## src/rtl/aud_pkg.sv

```systemverilog
`default_nettype none
// ============================================================================
//  Module      : aud_pkg
//  Description : Shared types and constants for the audio recorder mode
//                sequencer: state and command encodings, SRAM address width
//                and the reset playback speed.
//  Revision    : 1.0 - initial release
// ============================================================================
package aud_pkg;

    // SRAM word-address width
    localparam int ADDR_W = 20;

    // Speed code handed to AudDSP out of reset (1x playback)
    localparam logic [2:0] SPEED_1X = 3'd3;

    // Sequencer state, 3-bit explicit encoding (also shown on the display)
    typedef enum logic [2:0] {
        ST_IDLE       = 3'd0,
        ST_REC        = 3'd1,
        ST_REC_PAUSE  = 3'd2,
        ST_PLAY       = 3'd3,
        ST_PLAY_PAUSE = 3'd4
    } aud_state_e;

    // Arbitrated key command, one per cycle
    typedef enum logic [2:0] {
        CMD_NONE  = 3'd0,
        CMD_STOP  = 3'd1,
        CMD_PAUSE = 3'd2,
        CMD_REC   = 3'd3,
        CMD_PLAY  = 3'd4
    } aud_cmd_e;

endpackage : aud_pkg
`default_nettype wire

```

## src/rtl/aud_cmd_arb.sv

```systemverilog
`default_nettype none
// ============================================================================
//  Module      : aud_cmd_arb
//  Description : Combinational priority encoder for the four key pulses.
//                Priority is stop > pause > rec > play; lower keys that
//                arrive in the same cycle are dropped.
//  Ports       : i_key_rec/i_key_play/i_key_pause/i_key_stop  key pulses
//                o_cmd                                        winning command
//  Revision    : 1.0 - initial release
// ============================================================================
module aud_cmd_arb
    import aud_pkg::*;
(
    input  logic     i_key_rec,
    input  logic     i_key_play,
    input  logic     i_key_pause,
    input  logic     i_key_stop,
    output aud_cmd_e o_cmd
);

    always_comb begin
        o_cmd = CMD_NONE;
        if (i_key_stop)       o_cmd = CMD_STOP;
        else if (i_key_pause) o_cmd = CMD_PAUSE;
        else if (i_key_rec)   o_cmd = CMD_REC;
        else if (i_key_play)  o_cmd = CMD_PLAY;
    end

endmodule : aud_cmd_arb
`default_nettype wire

```

## src/rtl/aud_mode_ctrl.sv

```systemverilog
`default_nettype none
// ============================================================================
//  Module      : aud_mode_ctrl
//  Description : Top-level mode sequencer for the audio recorder. Turns key
//                pulses into registered single-cycle start/pause/stop
//                commands for the recorder and AudDSP, owns the shared SRAM
//                address / write-enable mux and latches the recorded end
//                address.
//  Ports       : i_clk, i_rst_n (async, active low)
//                i_key_rec/play/pause/stop    1-cycle key pulses
//                i_speed, i_interp_mode       playback settings to latch
//                i_rec_addr, i_dsp_addr       recorder / AudDSP addresses
//                o_rec_start/pause/stop       recorder command pulses
//                o_dsp_start/pause/stop       AudDSP command pulses
//                o_dsp_speed, o_dsp_mode      latched playback settings
//                o_sram_addr, o_sram_we_n     SRAM mux outputs
//                o_end_addr                   last recorded address
//                o_state                      current state for display
//  Revision    : 1.0 - initial release
// ============================================================================
module aud_mode_ctrl
    import aud_pkg::*;
#(
    parameter int                  ADDR_W   = aud_pkg::ADDR_W,
    parameter logic [ADDR_W-1:0]   MAX_ADDR = {ADDR_W{1'b1}}
) (
    input  logic              i_clk,
    input  logic              i_rst_n,
    input  logic              i_key_rec,
    input  logic              i_key_play,
    input  logic              i_key_pause,
    input  logic              i_key_stop,
    input  logic [2:0]        i_speed,
    input  logic              i_interp_mode,
    input  logic [ADDR_W-1:0] i_rec_addr,
    input  logic [ADDR_W-1:0] i_dsp_addr,
    output logic              o_rec_start,
    output logic              o_rec_pause,
    output logic              o_rec_stop,
    output logic              o_dsp_start,
    output logic              o_dsp_pause,
    output logic              o_dsp_stop,
    output logic [2:0]        o_dsp_speed,
    output logic              o_dsp_mode,
    output logic [ADDR_W-1:0] o_sram_addr,
    output logic              o_sram_we_n,
    output logic [ADDR_W-1:0] o_end_addr,
    output logic [2:0]        o_state
);

    aud_cmd_e          w_cmd;
    aud_state_e        r_state;
    logic              r_rec_start;
    logic              r_rec_pause;
    logic              r_rec_stop;
    logic              r_dsp_start;
    logic              r_dsp_pause;
    logic              r_dsp_stop;
    logic [2:0]        r_dsp_speed;
    logic              r_dsp_mode;
    logic [ADDR_W-1:0] r_end_addr;
    logic              w_rec_at_max;
    logic              w_play_done;
    logic [ADDR_W-1:0] w_sram_addr;
    logic              w_sram_we_n;

    aud_cmd_arb u_cmd_arb (
        .i_key_rec   (i_key_rec),
        .i_key_play  (i_key_play),
        .i_key_pause (i_key_pause),
        .i_key_stop  (i_key_stop),
        .o_cmd       (w_cmd)
    );

    // Recording ends on its own once the last writable word is addressed;
    // playback ends once the reader reaches the recorded end.
    assign w_rec_at_max = (i_rec_addr == MAX_ADDR);
    assign w_play_done  = (i_dsp_addr >= r_end_addr);

    always_ff @(posedge i_clk or negedge i_rst_n) begin
        if (!i_rst_n) begin
            r_state     <= ST_IDLE;
            r_rec_start <= 1'b0;
            r_rec_pause <= 1'b0;
            r_rec_stop  <= 1'b0;
            r_dsp_start <= 1'b0;
            r_dsp_pause <= 1'b0;
            r_dsp_stop  <= 1'b0;
            r_dsp_speed <= SPEED_1X;
            r_dsp_mode  <= 1'b0;
            r_end_addr  <= '0;
        end else begin
            // Pulses are one cycle wide unless re-raised below
            r_rec_start <= 1'b0;
            r_rec_pause <= 1'b0;
            r_rec_stop  <= 1'b0;
            r_dsp_start <= 1'b0;
            r_dsp_pause <= 1'b0;
            r_dsp_stop  <= 1'b0;

            case (r_state)
                ST_IDLE: begin
                    if (w_cmd == CMD_REC) begin
                        r_state     <= ST_REC;
                        r_rec_start <= 1'b1;
                    end else if (w_cmd == CMD_PLAY && r_end_addr != '0) begin
                        // Nothing to play back until something was recorded
                        r_state     <= ST_PLAY;
                        r_dsp_start <= 1'b1;
                        r_dsp_speed <= i_speed;
                        r_dsp_mode  <= i_interp_mode;
                    end
                end

                ST_REC: begin
                    if (w_cmd == CMD_STOP || w_rec_at_max) begin
                        // On auto-stop i_rec_addr equals MAX_ADDR anyway
                        r_state    <= ST_IDLE;
                        r_rec_stop <= 1'b1;
                        r_end_addr <= i_rec_addr;
                    end else if (w_cmd == CMD_PAUSE) begin
                        r_state     <= ST_REC_PAUSE;
                        r_rec_pause <= 1'b1;
                    end
                end

                ST_REC_PAUSE: begin
                    if (w_cmd == CMD_STOP) begin
                        r_state    <= ST_IDLE;
                        r_rec_stop <= 1'b1;
                        r_end_addr <= i_rec_addr;
                    end else if (w_cmd == CMD_PAUSE || w_cmd == CMD_REC) begin
                        r_state     <= ST_REC;
                        r_rec_start <= 1'b1;
                    end
                end

                ST_PLAY: begin
                    // User stop and end-of-data collapse into one pulse
                    if (w_cmd == CMD_STOP || w_play_done) begin
                        r_state    <= ST_IDLE;
                        r_dsp_stop <= 1'b1;
                    end else if (w_cmd == CMD_PAUSE) begin
                        r_state     <= ST_PLAY_PAUSE;
                        r_dsp_pause <= 1'b1;
                    end
                end

                ST_PLAY_PAUSE: begin
                    if (w_cmd == CMD_STOP) begin
                        r_state    <= ST_IDLE;
                        r_dsp_stop <= 1'b1;
                    end else if (w_cmd == CMD_PAUSE || w_cmd == CMD_PLAY) begin
                        r_state     <= ST_PLAY;
                        r_dsp_start <= 1'b1;
                        r_dsp_speed <= i_speed;
                        r_dsp_mode  <= i_interp_mode;
                    end
                end

                default: begin
                    r_state <= ST_IDLE;
                end
            endcase
        end
    end

    // SRAM mux straight off the state register, no added latency. The write
    // at MAX_ADDR still happens in the auto-stop cycle since r_state is REC.
    always_comb begin
        w_sram_addr = i_dsp_addr;
        w_sram_we_n = 1'b1;
        case (r_state)
            ST_REC: begin
                w_sram_addr = i_rec_addr;
                w_sram_we_n = 1'b0;
            end
            ST_REC_PAUSE: begin
                w_sram_addr = i_rec_addr;
            end
            default: begin
                w_sram_addr = i_dsp_addr;
                w_sram_we_n = 1'b1;
            end
        endcase
    end

    assign o_rec_start = r_rec_start;
    assign o_rec_pause = r_rec_pause;
    assign o_rec_stop  = r_rec_stop;
    assign o_dsp_start = r_dsp_start;
    assign o_dsp_pause = r_dsp_pause;
    assign o_dsp_stop  = r_dsp_stop;
    assign o_dsp_speed = r_dsp_speed;
    assign o_dsp_mode  = r_dsp_mode;
    assign o_sram_addr = w_sram_addr;
    assign o_sram_we_n = w_sram_we_n;
    assign o_end_addr  = r_end_addr;
    assign o_state     = r_state;

endmodule : aud_mode_ctrl
`default_nettype wire

```

## config.mk

```make
export PLATFORM = sky130hd
export DESIGN_NAME = aud_mode_ctrl
export DESIGN_NICKNAME = d
export VERILOG_FILES = /design/src/rtl/aud_pkg.sv /design/src/rtl/aud_cmd_arb.sv /design/src/rtl/aud_mode_ctrl.sv
export SDC_FILE = /design/constraint.sdc
export NUM_CORES = 1
export LEC_CHECK = 0
export ABC_AREA = 1
export BUFFER_PORTS_ARGS = -buffer_cell sky130_fd_sc_hd__buf_4
export CAP_MARGIN = 5
export CORE_MARGIN = 1
export CORE_UTILIZATION = 48
export CTS_BUF_LIST = sky130_fd_sc_hd__clkbuf_16
export DETAILED_ROUTE_END_ITERATION = 7
export HOLD_SLACK_MARGIN = 0.1
export PLACE_DENSITY_LB_ADDON = 0.1
export SLEW_MARGIN = 20
export SYNTH_ARGS = -nofsm -noshare
export SYNTH_HDL_FRONTEND = slang
export SYNTH_SLANG_ARGS = --single-unit
```

## constraint.sdc

```tcl
create_clock -name i_clk -period 2.2 [get_ports i_clk]
set_clock_uncertainty 0.15 [all_clocks]
set_input_delay 0.44 -clock i_clk [delete_from_list [all_inputs] [get_ports i_clk]]
set_output_delay 0.44 -clock i_clk [all_outputs]
set_load 0.05 [all_outputs]
```

; Word-level counts from Yosys, hierarchy flattened
; Index checks and enable logic that the tools add are counted.
[classes]
magnitude_cmp = 1
n_eq_ne = 20
n_reduce_logical = 13
mux = 49
[op_table]
columns = op, count
row1 = 20-bit two-way mux, 3
row2 = 3-bit two-way mux, 18
row3 = 20-bit one-hot mux with 2 select lines, 1
row4 = 20-bit equality test (second input constant), 1
row5 = 20-bit >= comparator, 1
row6 = 1-bit two-way mux, 20
row7 = 20-bit nonzero test, 1
row8 = 3-bit inequality test (second input constant), 5
row9 = 3-bit one-hot mux with 5 select lines, 1
row10 = 3-bit by 2-bit equality test with 1-bit output (second input constant), 4
row11 = 2-bit inequality test (second input constant), 6
row12 = 1-bit one-hot mux with 2 select lines, 5
row13 = 5-bit AND reduction, 2
row14 = 3-bit by 1-bit equality test with 1-bit output (second input constant), 2
row15 = 3-bit equality test (second input constant), 2
row16 = 3-bit one-hot mux with 2 select lines, 1
row17 = 1-bit logical OR, 4
row18 = 2-bit nonzero test, 2
row19 = 3-bit zero test, 1
row20 = 3-bit AND reduction, 1
row21 = 2-bit OR reduction, 1
row22 = 1-bit logical AND, 1
[totals]
register_bits = 33
out_inout_bits = 54
wordCells = 93
input_bits = 50

; Logic depth before layout (Yosys ltp)
; Gate-level depths: netlist of run 1.
[logic_depth]
word_depth = 9
ltp_mapped = 15
ltp_nobuf = 15

; By module
; Synthesis of run 1 repeated with hierarchy kept, for this count alone.
[unflattened]
cells_unflattened = 330
hier_area_um2 = 2389.8
[by_module_without_submodules]
columns = module, instances, cells_each, area_each_um2, seq_area_each_um2
row1 = aud_mode_ctrl, 1, 321, 2351.0, 828.3
row2 = aud_cmd_arb, 1, 9, 38.8, 0.0

; Worst setup path after synthesis of run 1
; Ideal clock, no wire load.
[synth_timing]
path_kind = reg2out
startpoint = register r_state[0] (netlist: o_state[0])
endpoint = output port o_sram_addr[0]
path_slack_ns = -0.869
n_path_buf = 1
t_arrival_ns = 2.479
required_time_ns = 1.610
path_stages_with_launch = 7
path_cell_list = dfrtp_1 > inv_1 > nor3_2 > inv_2 > nand2_2 > buf_2 > o21ai_0
[synth_via]
elab_chain_len = 3
elab_cells_between_ends = 4
classes_between = 2 x eq/ne / 1 x mux / 1 x reduce/logical
[synth_lines]
columns = item, line
row1 = start: declaration, aud_mode_ctrl.sv:52  ; aud_state_e r_state;
row2 = start signal: assignment, aud_mode_ctrl.sv:82  ; r_state <= ST_IDLE;
row3 = start signal: assignment, aud_mode_ctrl.sv:104  ; r_state <= ST_REC;
row4 = start signal: assignment, aud_mode_ctrl.sv:108  ; r_state <= ST_PLAY;
row5 = 3-bit by 2-bit equality test with 1-bit output or 3-bit by 1-bit equality test with 1-bit output (tied branches), aud_mode_ctrl.sv:173  ; case (r_state)
row6 = 2-bit OR reduction (no source line) (*), --
row7 = 20-bit two-way mux (*), aud_mode_ctrl.sv:173
row8 = end: declaration, aud_mode_ctrl.sv:45  ; output logic [ADDR_W-1:0] o_sram_addr,
; Every way passes the cells marked *; elsewhere a longest branch is shown, timed or not.

; Worst setup path in the final report of run 1
[layout_timing]
startpoint = register r_state[1] (netlist: o_state[1])
endpoint = output port o_sram_addr[9]
; Same word-level chain as after synthesis.

==> summary.md, run 1 <==
| Metric | Value |
|---|---|
| Routed WL per cell | 13.94 um |
| Most frequent cells in the layout | 101 x buf_4, 69 x nand2_1, 59 x inv_1 |
| GP Congestion | 0.8593 |
| Synthesis-to-layout area growth | 63.66% |
| Initial DRC Count | 106 |
| Power per cell area | 1842 nW/um^2 |
| Drt drc | 0 |
| Final Max Slew Viols | 0 |
| Slew headroom | 69.71% |
| Total CTS buffers | 5 |
| Post-synth cell types | 28 |
| Synth warnings | 0 |
| Reg2reg path depth | 11 |
| Synth top area cells | dfrtp_1 32%, nand2_1 11%, ha_1 10%, inv_1 9.3%, o21ai_2 6.8% |
| Worst setup EP type | output pin |
| Peak Freq | 447.6 MHz |
| I/O pin cnt | 104 |
| Number of synthesized register bits | 33 |
| Worst R2R Start | o_end_addr[15]$_DFFE_PN0P_ |
| Die Height | 73.17 um |
| Net switching fraction of the power | 54.10% |
| Diode count | 0 |
| Mapped Cells | 327 |
| Initial Util | 50.80% |
| Hold depth | 3 |
| Crit path DAT | 1640 ps |
| Share of flip-flops with an asynchronous set or reset | 100.0% |
| Worst path depth | 7 |
| Crit Path Category | reg2out |
| CTS clock-pin slew for the worst setup and hold paths | 60 ps |
| Setup crit start kind | flip-flop |
| Avg Synthesized Cell Area | 7.435 sq um |
| Psw | 3966 uW |
| Post-synth top area cell | dfrtp_1 |
| Critical Path Fanout Max | 12 |
| RR Endpoint | o_state[1]$_DFFE_PN0P_ |
| Status | finished with violations |
| Max Cap Violations | 0 |
| Clock group share of total power | 9.3% |
| Worst Min Path Start | i_speed[2] |
| H-Tree Depth | 2 |
| Full die area | 5353 sq um |
| Clock tree from TritonCTS | built |
| Mapped Area | 2431 sq um |
| Synth top area share | 31.91% |
| First-pass GRT wire length | 11440 um |
| Final setup viols | 18 |
| All-Layer GR Usage | 27.90% |
| Vias/cell | 5.058 |
| Die X | 73.17 um |
| Bufs on Longest Clock Path | 2 |
| Synth Flop Type | dfrtp_1 |
| Vias | 2635 |
| Hold Fails Final Rpt | 0 |
| Post-synth EDFFs | 0 |
| Vias in the first global route | 2575 |
| Pre-antenna DRT Iters | 4 |
| Setup TNS | -273.7 ps |
| Seq pwr share | 15.1% |
| Initial antenna violation count | 0 |
| Final Power | 7331 uW |
| Worst IR Drop VDD | 1451 uV |
| Leakage | 0.002035 uW |
| Core area | 4786 sq um |
| Failing checks | negative setup slack |
| Final worst setup slack | -34.18 ps |
| Routed Antenna Nets | 0 |
| Cell family with most CP delay | flip-flops |
| Post-DP HPWL | 5285 um |
| Flop2flop setup slack | 150 ps |
| Latest clock arrival within the worst-skew pair | 270 ps |
| Sequential fraction of the synthesis area | 34.07% |
| Endpoint, Worst Hold | o_dsp_speed[2]$_DFFE_PN0P_ |
| Total wire length | 7264 um |
| Row cnt | 25 |
| Unrepaired setup endpoints after global routing | yes |
| CP max stage cell | dfrtp_2 |
| CP Data Required Time | 1610 ps |
| Worst Hold Slack | 225.9 ps |
| # nets final | 523 |
| Worst Hold Class | in2reg |
| Worst-path cell chain | nor3_4 -> inv_4 -> nand2_8 -> buf_12 -> nor2_2 -> a21oi_4 -> buf_8 |
| Total gr overflow | 0 |
| Fin crit share | 101.6% |
| Comb power frac | 75.7% |
| CP peak stage delay | 440 ps |
| # port buffers | 103 |
| P_int | 3365 uW |
| Largest net degree at the start of global routing | 41 |
| Layout cells sized above 1 | 46.70% |
| Clock Tree Root | clkbuf_16 |
| Mapped Nets | 397 |
| CP Buf/Inv Count | 3 |
| Actual slew at the worst max-slew pin | 454.4 ps |
| Final Critical Period | 2234 ps |
| Clock Sink Count | 33 |
| Most common cell after layout, fill and taps aside | buf_4 |
-- sequential cells by signal, summed over array words and instances (netlist names) --
signal,flops
o_rec_start,1
o_end_addr,20
o_dsp_pause,1
o_dsp_start,1
o_dsp_speed,3
o_dsp_mode,1
o_state,3
o_dsp_stop,1
o_rec_stop,1
o_rec_pause,1
-- worst max-delay path by stage --
stage / endpoint / from
after CTS: o_sram_addr[17] / o_state[2]$_DFFE_PN0P_
after global routing: o_sram_addr[3] / o_state[1]$_DFFE_PN0P_
after floorplan: o_sram_addr[19] / o_state[0]$_DFFE_PN0P_
after detailed placement: o_state[1]$_DFFE_PN0P_ / i_dsp_addr[19]
final: o_sram_addr[9] / o_state[1]$_DFFE_PN0P_
after global placement: o_state[1]$_DFFE_PN0P_ / i_dsp_addr[19]
-- repair_timing --
item,in CTS,in global routing
setup endpoints to repair,20,21
hold buffers,1,0
hold endpoints to repair,31,0
setup buffers,13,4
pin swaps,1,2
resized for setup,27,11
-- cell families (layout without fill, tap and decap cells) --
logic type,after synthesis,count (layout),share of synthesized area (%)
and+or+nand+nor,148,148,27.53
buffers and inverters,73,200,13.12
AOI/OAI and AO/OA,53,53,14.98
DFF,33,33,34.07
adders and majority gates,20,20,10.29
-- cell type report --
cell class	instances	area [sq um]
Multi-Input combinational cell	221	1572
Fill cell	311	807.0
Clock inverter	3	17.52
Timing Repair Buffer	127	1097
Inverter	65	251.5
Sequential cell	33	832.0
Clock buffer	5	125.1
Tap cell	67	83.83
-- cells in the mapped netlist (4+ instances only) --
cell type,count
o21ai_2,19
nand2_2,4
buf_6,4
nand3_1,13
inv_2,4
ha_1,20
nor2_1,40
a21oi_1,25
nand2_1,69
o21ai_0,5
dfrtp_1,31
nor3_1,4
nand4_1,9
inv_1,60
-- power by group through the flow --
| stage | sequential [uW] | combinational (uW) | clock (uW) |
|---|---|---|---|
| floorplan | 1960 | 2700 | 0 |
| global placement | 1090 | 4780 | 0 |
| detailed placement | 1100 | 4880 | 0 |
| CTS | 1100 | 5390 | 685 |
| global route | 1140 | 5890 | 710 |
| finish | 1100 | 5550 | 680 |
-- stage by stage --
stage / std cells / cell area [sq um] / worst slack, ps / utilization, %
5_1_grt: 521 / 3979 / -92.04 / 83.14
4_1_cts: 517 / 3916 / -27.48 / 81.83
3_5_place_dp: 495 / 3556 / 54.94 / 74.30
2_1_floorplan: 327 / 2679 / 1.126 / -
3_3_place_gp: 495 / 3556 / 109.2 / 74.30
6_report: 521 / 3979 / -34.18 / 83.14
-- worst register-to-register path: cells and delay by family (launching register included) --
kind                       cells  cell delay, ps
and+or+nand+nor                9             990
DFF                            1             410
adders and majority gates      1             320
buffers and inverters          1              60
-- routing by layer --
layer	vias up	global-route usage (%)	wire length (um)
met1	1248	33.45	3031
met2	84	50.82	3766
met5	-	0	0
met3	12	4.558	360
li1	1291	-	-
met4	0	8.279	106
No activity file was read; power rests on OpenSTA's default activity.
==> inputs of run 2 (changes only) <==
TNS_END_PERCENT = 20   (was unset)
==> summary.md, run 2 (synthesis results as in run 1) <==
| Metric | Value |
|---|---|
| Largest net degree at the start of global routing | 41 (unchanged) |
| Synthesis-to-layout area growth | 62.89% |
| Crit Path Category | reg2out |
| Diode count | 0 (unchanged) |
| CTS clock-pin slew for the worst setup and hold paths | 60 ps (about the same) |
| Max Cap Violations | 0 (unchanged) |
| Max reg flops | 20 (unchanged) |
| # nets final | 522 (-0.19%) |
| GP Congestion | 0.8593 (unchanged) |
| RR Endpoint | o_state[1]$_DFFE_PN0P_ |
| Worst Min Path Start | i_speed[2] |
| # port buffers | 103 (unchanged) |
| Final Power | 7293 uW (-0.52%) |
| Final Critical Period | 2231 ps (-3.305 ps) |
| Hold Fails Final Rpt | 0 (unchanged) |
| Design Area, Final | 3960 sq um (-0.47%) |
| Die X | 73.17 um (unchanged) |
| Routed WL per cell | 13.95 um (about the same) |
| Unrepaired setup endpoints after global routing | yes |
| First-pass GRT wire length | 11440 um (unchanged) |
| Cell family with most CP delay | flip-flops |
| Full die area | 5353 sq um (unchanged) |
| Worst R2R Start | o_end_addr[15]$_DFFE_PN0P_ |
| Actual slew at the worst max-slew pin | 454.4 ps (-0.04697 ps) |
| Initial antenna violation count | 0 (unchanged) |
| Final worst setup slack | -30.88 ps (+3.305 ps) |
| Most common cell after layout, fill and taps aside | buf_4 |
| Clock tree from TritonCTS | built |
| Critical Path Fanout Max | 12 (unchanged) |
| All-Layer GR Usage | 27.90% (unchanged) |
| Initial Util | 50.80% (unchanged) |
| Flop2flop setup slack | 170 ps (+20 ps) |
| Most frequent cells in the layout | 101 x buf_4, 69 x nand2_1, 59 x inv_1 |
| Slew headroom | 69.71% (about the same) |
| Worst setup EP type | output pin |
| Clock Tree Root | clkbuf_16 |
| CP Data Required Time | 1610 ps (about the same) |
| Hold depth | 3 (unchanged) |
| Peak Freq | 448.3 MHz (+0.15%) |
| Row cnt | 25 (unchanged) |
| CP max stage cell | dfrtp_2 |
| Total CTS buffers | 5 (unchanged) |
| Layout cells sized above 1 | 46.36% (-0.34 points) |
| H-Tree Depth | 2 (unchanged) |
| Total gr overflow | 0 (unchanged) |
| Vias in the first global route | 2576 (+0.039%) |
| Power per cell area | 1842 nW/um^2 (about the same) |
| DP Cell Count | 495 (unchanged) |
| Crit path DAT | 1640 ps (about the same) |
| CP Buf/Inv Count | 3 (unchanged) |
| Worst Hold Class | in2reg |
| Routed Antenna Nets | 0 (unchanged) |
| Failing checks | negative setup slack |
| Status | finished with violations |
| Core area | 4786 sq um (unchanged) |
| Total wire length | 7254 um (-0.14%) |
| Filler Cell Count | 311 (unchanged) |
| CP peak stage delay | 440 ps (about the same) |
| Worst IR Drop VDD | 1421 uV (-2.0%) |
| Bufs on Longest Clock Path | 2 (unchanged) |
| Drt drc | 0 (unchanged) |
| Vias | 2643 (+0.30%) |
| Reg2reg path depth | 11 (unchanged) |
| Worst-path cell chain | nor3_4 -> inv_4 -> nand2_8 -> buf_12 -> nor2_2 -> a21oi_4 -> buf_8 |
| Latest clock arrival within the worst-skew pair | 270 ps (about the same) |
| Leakage | 0.002028 uW (-0.32%) |
| Non-filler cells, final | 520 (-0.19%) |
| Die Height | 73.17 um (unchanged) |
| Pre-antenna DRT Iters | 4 (unchanged) |
| Vias/cell | 5.083 (+0.50%) |
| Setup crit start kind | flip-flop |
| Fin crit share | 101.4% (-0.15 points) |
| I/O pin cnt | 104 (unchanged) |
| Initial DRC Count | 104 (-1.9%) |
| Dpl cell area | 3556 sq um (unchanged) |
| Clock Sink Count | 33 (unchanged) |
| Endpoint, Worst Hold | o_dsp_speed[2]$_DFFE_PN0P_ |
| Post-DP HPWL | 5285 um (unchanged) |
| Final Max Slew Viols | 0 (unchanged) |
| Final setup viols | 19 (+1) |
==> run 2: report_power, final <==
group	internal, uW	switching (uW)	total (uW)
Clock	415	265	680
Combinational	2050	3460	5510
Sequential	881	222	1100
==> run 2: per-stage QoR <==
stage / setup TNS (ps) / util [%] / hold WS (ps) / worst slack, ps
floorplan: 0 / - / -5.591 / 1.126
global placement: 0 / 74.30 / 271.2 / 109.2
detailed placement: 0 / 74.30 / 269.8 / 54.94
CTS: -222.1 / 81.83 / 224.1 / -27.48
global route: -1328 / 82.75 / 236.7 / -89.87
finish: -224.6 / 82.75 / 224.1 / -30.88
==> run 2: final cells by class <==
| class | instances | area (sq um) | share of cell area [%] |
|---|---|---|---|
| Timing Repair Buffer | 126 | 1086 | 27.42 |
| Sequential cell | 33 | 832.0 | 21.01 |
| Multi-Input combinational cell | 221 | 1564 | 39.49 |
| Inverter | 65 | 251.5 | 6.351 |
| Clock inverter | 3 | 17.52 | 0.4423 |
| Clock buffer | 5 | 125.1 | 3.160 |
| Tap cell | 67 | 83.83 | 2.117 |
==> run 2: worst max-delay path by stage <==
stage	start	depth (start not counted)	end	slack, ps
6_report	o_state[1]$_DFFE_PN0P_	7	o_sram_addr[9]	-30
5_1_grt	o_state[1]$_DFFE_PN0P_	7	o_sram_addr[3]	-90
4_1_cts	o_state[2]$_DFFE_PN0P_	7	o_sram_addr[17]	-30
3_5_place_dp	i_dsp_addr[19]	11	o_state[1]$_DFFE_PN0P_	50
3_3_place_gp	i_dsp_addr[19]	11	o_state[1]$_DFFE_PN0P_	110
2_1_floorplan	o_state[0]$_DFFE_PN0P_	7	o_sram_addr[19]	1
==> run 2: what timing repair did <==
| item | CTS | global route |
|---|---|---|
| buffers inserted | 13 | 3 |
| setup endpoints to repair | 20 | 21 |
| gates resized for setup | 27 | 8 |
| pin swaps | 1 | 2 |
| hold buffers | 1 | 0 |
| hold endpoints to repair | 31 | 0 |
==> run 2: worst reg2reg max path, delay by kind of cell, from the launching register on <==
family	cells	cell delay, ps
flip-flops	1	400
adder cells (fa/ha/maj)	1	320
AND/OR/NAND/NOR	9	980
buffers and inverters	1	60
==> run 2: layer usage <==
metal	track usage [%]	share of wire (%)
met5	0	0
met4	8.279	1.5
met3	4.558	5.1
met2	50.82	51
met1	33.45	42
